**src/rtl/immgen_pipe.sv**
```systemverilog
// rtl/immgen_pipe.sv - decode-stage immediate generator with a 2-entry valid/ready skid FIFO
// Output side is fed only from FIFO registers, so stalls never combine through to in_*.
module immgen_pipe #(
   parameter int XLEN  = 32,
   parameter int SEL_W = 3,
   parameter int TAG_W = 32
) (
   input  logic             clk,
   input  logic             reset,
   input  logic             flush,
   input  logic             in_valid,
   output logic             in_ready,
   input  logic [24:0]      in_instr,
   input  logic [SEL_W-1:0] in_sel,
   input  logic [TAG_W-1:0] in_tag,
   output logic             out_valid,
   input  logic             out_ready,
   output logic [XLEN-1:0]  out_imm,
   output logic             out_illegal,
   output logic [TAG_W-1:0] out_tag
);

   generate
      if (XLEN != 32 && XLEN != 64) begin : g_bad_xlen
         $error("immgen_pipe: XLEN must be 32 or 64");
      end
   endgenerate

   logic [31:7]     w_ins;
   logic [XLEN-1:0] w_imm;
   logic            w_illegal;
   logic            w_push;
   logic            w_pop;

   assign w_ins = in_instr;

   always_comb begin
      w_imm     = '0;
      w_illegal = 1'b0;
      case (in_sel)
         SEL_W'(0): w_imm = XLEN'($signed(w_ins[31:20]));
         SEL_W'(1): w_imm = XLEN'($signed({w_ins[31:25], w_ins[11:7]}));
         SEL_W'(2): w_imm = XLEN'($signed({w_ins[31], w_ins[7], w_ins[30:25], w_ins[11:8], 1'b0}));
         SEL_W'(3): w_imm = XLEN'($signed({w_ins[31:12], 12'h000}));
         SEL_W'(4): w_imm = XLEN'($signed({w_ins[31], w_ins[19:12], w_ins[20], w_ins[30:21], 1'b0}));
         SEL_W'(5): w_imm = XLEN'(w_ins[19:15]);
         SEL_W'(6): begin
            // RV32 shift amounts are 5 bits; a set bit 25 is an illegal encoding
            if (XLEN == 64)
               w_imm = XLEN'(w_ins[25:20]);
            else if (w_ins[25])
               w_illegal = 1'b1;
            else
               w_imm = XLEN'(w_ins[24:20]);
         end
         default: w_illegal = 1'b1;
      endcase
   end

   logic [XLEN-1:0]  r_imm [2];
   logic [TAG_W-1:0] r_tag [2];
   logic [1:0]       r_ill;
   logic             r_wptr;
   logic             r_rptr;
   logic [1:0]       r_count;

   assign in_ready  = (r_count != 2'd2);
   assign out_valid = (r_count != 2'd0);
   assign w_push    = in_valid & in_ready;
   assign w_pop     = out_valid & out_ready;

   always_ff @(posedge clk or posedge reset) begin
      if (reset) begin
         r_imm[0] <= '0;
         r_imm[1] <= '0;
         r_tag[0] <= '0;
         r_tag[1] <= '0;
         r_ill    <= '0;
         r_wptr   <= 1'b0;
         r_rptr   <= 1'b0;
         r_count  <= 2'd0;
      end else if (flush) begin
         // Realign the write pointer to the head so stale out_* stay put
         r_count <= 2'd0;
         r_wptr  <= r_rptr;
      end else begin
         if (w_push) begin
            r_imm[r_wptr] <= w_imm;
            r_tag[r_wptr] <= in_tag;
            r_ill[r_wptr] <= w_illegal;
            r_wptr        <= ~r_wptr;
         end
         if (w_pop)
            r_rptr <= ~r_rptr;
         case ({w_push, w_pop})
            2'b10:   r_count <= r_count + 2'd1;
            2'b01:   r_count <= r_count - 2'd1;
            default: r_count <= r_count;
         endcase
      end
   end

   assign out_imm     = r_imm[r_rptr];
   assign out_tag     = r_tag[r_rptr];
   assign out_illegal = r_ill[r_rptr];

endmodule

```
**config.mk**
```make
export PLATFORM = sky130hd
export DESIGN_NAME = immgen_pipe
export DESIGN_NICKNAME = d
export VERILOG_FILES = /design/src/rtl/immgen_pipe.sv
export SDC_FILE = /design/constraint.sdc
export NUM_CORES = 1
export LEC_CHECK = 0
export ABC_AREA = 1
export CORE_ASPECT_RATIO = 0.7
export CORE_UTILIZATION = 28
export DETAILED_ROUTE_END_ITERATION = 7
export GPL_ROUTABILITY_DRIVEN = 0
export PLACE_DENSITY = 0.53
export RECOVER_POWER = 25
export SLEW_MARGIN = 10
export SYNTH_ARGS = -nofsm -noshare
export SYNTH_HDL_FRONTEND = slang
export SYNTH_SLANG_ARGS = --single-unit
```
**constraint.sdc**
```tcl
create_clock -name clk -period 4.12 [get_ports clk]
set_input_delay 0.824 -clock clk [delete_from_list [all_inputs] [get_ports clk]]
set_output_delay 0.824 -clock clk [all_outputs]
set_load 0.03 [all_outputs]
```
# Yosys cells after proc, flatten, opt, wreduce, memory -nomap -nowiden
# Cells that the tools add are included.
word_totals:
  regBits: 134
  inputBits: 65
  out_inout_bits: 67
  word_cells: 64
classes:
  add_sub_neg: 2
  magnitude_cmp: 6
  n_eq_ne: 9
  n_mux: 23
  bitwise_logic: 7
  n_reduce_logical: 9
ops:
  columns: ["op", "n"]
  rows:
  - ["$mux W32", 7]
  - ["$pmux W32 S7", 1]
  - ["$bwmux W64", 2]
  - ["$demux W32 S1", 1]
  - ["$eq A3 B3 Y1 const B", 3]
  - ["$eq A3 B2 Y1 const B", 2]
  - ["$mux W1", 6]
  - ["$reduce_or A6 Y1", 1]
  - ["$mux W5", 1]
  - ["$ge A2 B2 Y1 const B", 2]
  - ["$lt A1 B2 Y1 const B", 2]
  - ["$not A1 Y2", 2]
  - ["$pmux W2 S2", 1]
  - ["$reduce_and A2 Y1", 2]
  - ["$reduce_bool A2 Y1", 2]
  - ["$eq A3 B1 Y1 const B", 1]
  - ["$logic_not A3 Y1", 1]
  - ["$not A1 Y1", 3]
  - ["$reduce_bool A3 Y1", 1]
  - ["$add A2 B1 Y2 const B", 1]
  - ["$and A1 B1 Y1", 2]
  - ["$bwmux W2", 1]
  - ["$eq A2 B1 Y1 const B", 1]
  - ["$eq A2 B2 Y1 const B", 1]
  - ["8 further kinds", 9]

# Longest topological paths before layout
logic_depth:
  ltp_word: 6
  ltp_mapped: 9
  depth_no_buf: 8

# Worst setup path after synthesis
# No wires, ideal clock.
synth_timing:
  path_type: "reg2out"
  from: "register r_rptr"
  to: "output out_tag[30]"
  t_arrival_ns: 1.574
  t_required_ns: 3.296
  setup_slack_ns: 1.722
  stages_incl_launch_ff: 5
  n_path_buf: 3
  cell_sequence: "dfrtp_1 > clkbuf_1 > clkbuf_1 > buf_2 > o21ai_0"
synth_via:
  elab_chain_cells: 4
synth_lines:
  columns: ["item", "line_no", "source"]
  rows:
  - ["start, declared", "64", "logic r_rptr;"]
  - ["start signal, assigned", "94", "r_rptr <= ~r_rptr;"]
  - ["$not A1 Y2 (not written as such)", "104", "assign out_tag = r_tag[r_rptr];"]
  - ["$mux W32 (not written as such) (3 in series)", "104", null]
  - ["end, declared", "20", "output logic [TAG_W-1:0] out_tag"]
# No other way between the ends. The select of a mux whose other input is x is not followed.

# Worst setup path in the final report
layout_timing:
  from: "register r_rptr"
  to: "output out_imm[28]"
layout_via:
  elab_chain_cells: 4
layout_lines:
  columns: ["item", "line_no", "source"]
  rows:
  - ["$not A1 Y2 (not written as such)", "103", "assign out_imm = r_imm[r_rptr];"]
  - ["$mux W32 (not written as such) (3 in series)", "103", null]
  - ["end, declared", "18", "output logic [XLEN-1:0] out_imm,"]
# No other way between the ends. The select of a mux whose other input is x is not followed.

==> impl_metrics.toml <==
[logic_synthesis]
synth.avg_cell_area_um2 = 7.700
synthCells = 835
synth_warnings = 0
yosysSeqAreaShare_pct = 52.15
ys_ff_latch = 134
syn_area_um2 = 6430
yosys.cell_types.count = 24
syn_nets = 900

[cts]
clk_path_buf_depth = 2
clk_pin_slew_ns = 0.06
clock-sinks = 134
hold_buffers = 0
ctsResizeCount = 0
cts_tree = "done"
cts_root_buffer = "clkbuf_16"
cts_setup_buffers = 0
insertion_delay_ns = 0.42
htreeDepth = 4
cts_made_buffers = 17

[timing]
hold_viol = 0
setup_slack_ns = 0.7890
tns_ns = 0
final.period_utilization_pct = 80.85
fin_skew_ns = 0.006535
slew_headroom_pct = -42.56
max_clock_freq_mhz = 300.2
final_max_slew_viol_count = 118
rsz0062_at_grt = "false"
tightest_slew_ns = 2.138
setup_viol = 0
fin_crit_ns = 3.331

[route]
drc = 0
via_count = 5400
wl_um = 17140
drtAntennaViolNets = 0
drtPass1Iterations = 5
drt_iter0_drc = 413
wire_per_inst_um = 13.47
routed_via_density = 4.245

[critical_path]
start_kind = "register"
cp_top_family = "buffers and inverters"
r2r_cells = 6
worst-r2r-setup-slack_ns = 2.05
slowest_stage = "dfrtp_4"
cp_num_buf_inv = 2
worstPathMaxFanout = 35
r2r_start = "r_count[0]"
worstSetupEndpointType = "output pin"
r2r-end = "r_tag[63]"
cp_cell_sequence = "buf_4, mux2_2, clkdlybuf4s50_1"
crit_required_ns = 3.30
arrival_ns = 2.51
crit_type = "register to output pin"
slowest_delay_ns = 0.70

[worst_hold_path]
min_path_cells = 2
min_to = "r_imm[55]"
hp-class = "register to register"
holdCritStartpoint = "r_imm[55]"

[floorplan]
io_pins = 132
die_area_um2 = 23580
die_x_um = 183.1
rows = 45
core_area_um2 = 22070
start_util_pct = 29.13
die_h_um = 128.8

[pwr]
power.density_nw_per_um2 = 820.0
p_leak_nw = 4.228
vdd_drop_max_mv = 0.4134

[global_route]
track_usage_pct = 15.13
antenna_found_initial = 1
grt_pass1_wl_um = 27700
grt_pass1_vias = 5161
grt_overflow_total = 0
grt_max_degree = 83

[cells_and_area]
drive_above_1_share_pct = 6.936
finalNetCount = 1018
syn2layout_area_growth_pct = 33.72
nFillCells = 2307
layout_common_cells = "nand2_1, dfrtp_1, clkdlybuf4s50_1"
final_common_cell = "nand2_1"
utilization_pct = 38.96

[status]
status = "finished, violations left"
violations = "capacitance limit, slew limit"

[run]
max_cap_viol_count = 2

[placed_design]
dpl.hpwl_um = 11480
pre_cts_slack_ns = 1.199
port-buffer-count = 131
-- metrics by stage --
step | power (W) | area [µm²] | hold slack, ns | instances
after floorplan | 0.004234 | 6434 | 0.4434 | 835
after global placement | 0.005446 | 7991 | 0.4574 | 1239
after detailed placement | 0.005470 | 7991 | 0.4613 | 1239
after CTS | 0.007154 | 8615 | 0.4774 | 1271
after global routing | 0.007520 | 8596 | 0.4939 | 1271
final | 0.007051 | 8598 | 0.4746 | 1272
-- worst min-delay path, stage by stage, from the launching register on --
cell and delay (ns):
dfrtp_1 0.34, nand2_1 0.05, nand2_1 0.05
-- worst max-delay path by stage --
stage	startpoint	to	slack [ns]	depth (start not counted)
2_1_floorplan	reset	r_count[0]	1.63	1
3_3_place_gp	r_rptr	out_imm[27]	1.21	3
3_5_place_dp	r_rptr	out_imm[28]	1.20	3
4_1_cts	r_rptr	out_imm[28]	0.73	3
5_1_grt	reset	r_rptr	0.40	3
6_report	r_rptr	out_imm[28]	0.79	3
-- cells by family after synthesis --
family | after synthesis | share of synthesized area [%]
flip-flops | 134 | 52.15
buffers and inverters | 143 | 9.788
AO/OA/AOI/OAI | 128 | 9.982
XOR/XNOR | 2 | 0.2725
multiplexers | 17 | 2.977
AND/OR/NAND/NOR | 411 | 24.83
-- area by class of cell --
type	instances	area, µm²	area share, %
flip-flops and latches	134	3357	39.04
well taps	305	381.6	4.438
inverters	100	379.1	4.409
diodes	1	2.502	0.02910
clock inverters	11	172.7	2.008
repair buffers	142	1400	16.28
multi-input cells	558	2455	28.55
clock buffers	21	450.4	5.239
-- routing by layer --
metal | global-route usage [%] | up-vias | part of all wire, %
li1 | - | 2795 | -
met1 | 22.53 | 2476 | 53
met2 | 21.52 | 120 | 41
met3 | 3.680 | 9 | 4.9
met4 | 4.265 | 0 | 0.75
met5 | 0 | - | 0
-- power by group --
part	total, W	switching (W)	internal (W)
logic	0.00317	0.00191	0.00127
registers	0.00225	0.000327	0.00193
clock network	0.00162	0.000591	0.00103
-- sequential cells by signal, indices dropped and copies added (netlist names) --
name / cells
r_tag: 64
r_rptr: 1
r_wptr: 1
r_ill: 2
r_imm: 64
r_count: 2
-- cell usage after synthesis --
master    instances  area share, %
inv_2             3           0.18
buf_2            19            1.5
o21ai_1          46            3.6
clkbuf_1         13           0.76
o21ai_0          80            6.2
nor2_2            1          0.097
nor3_4            1           0.25
nor2_1           25            1.5
nand2_1         362             21
o22ai_1           1          0.097
inv_1            97            5.7
clkbuf_2          1          0.078
dfrtp_1         134             52
mux2_2           17            3.0
buf_4             2           0.23
xnor2_1           1           0.14
nand3_1          16            1.2
nor3_1            1          0.078
a21oi_1           1          0.078
buf_6             8            1.4
nand4_1           2           0.19
nand2_2           2           0.19
xor2_1            1           0.14
nor2_4            1           0.18
No activity file was read; power rests on OpenSTA's default activity.
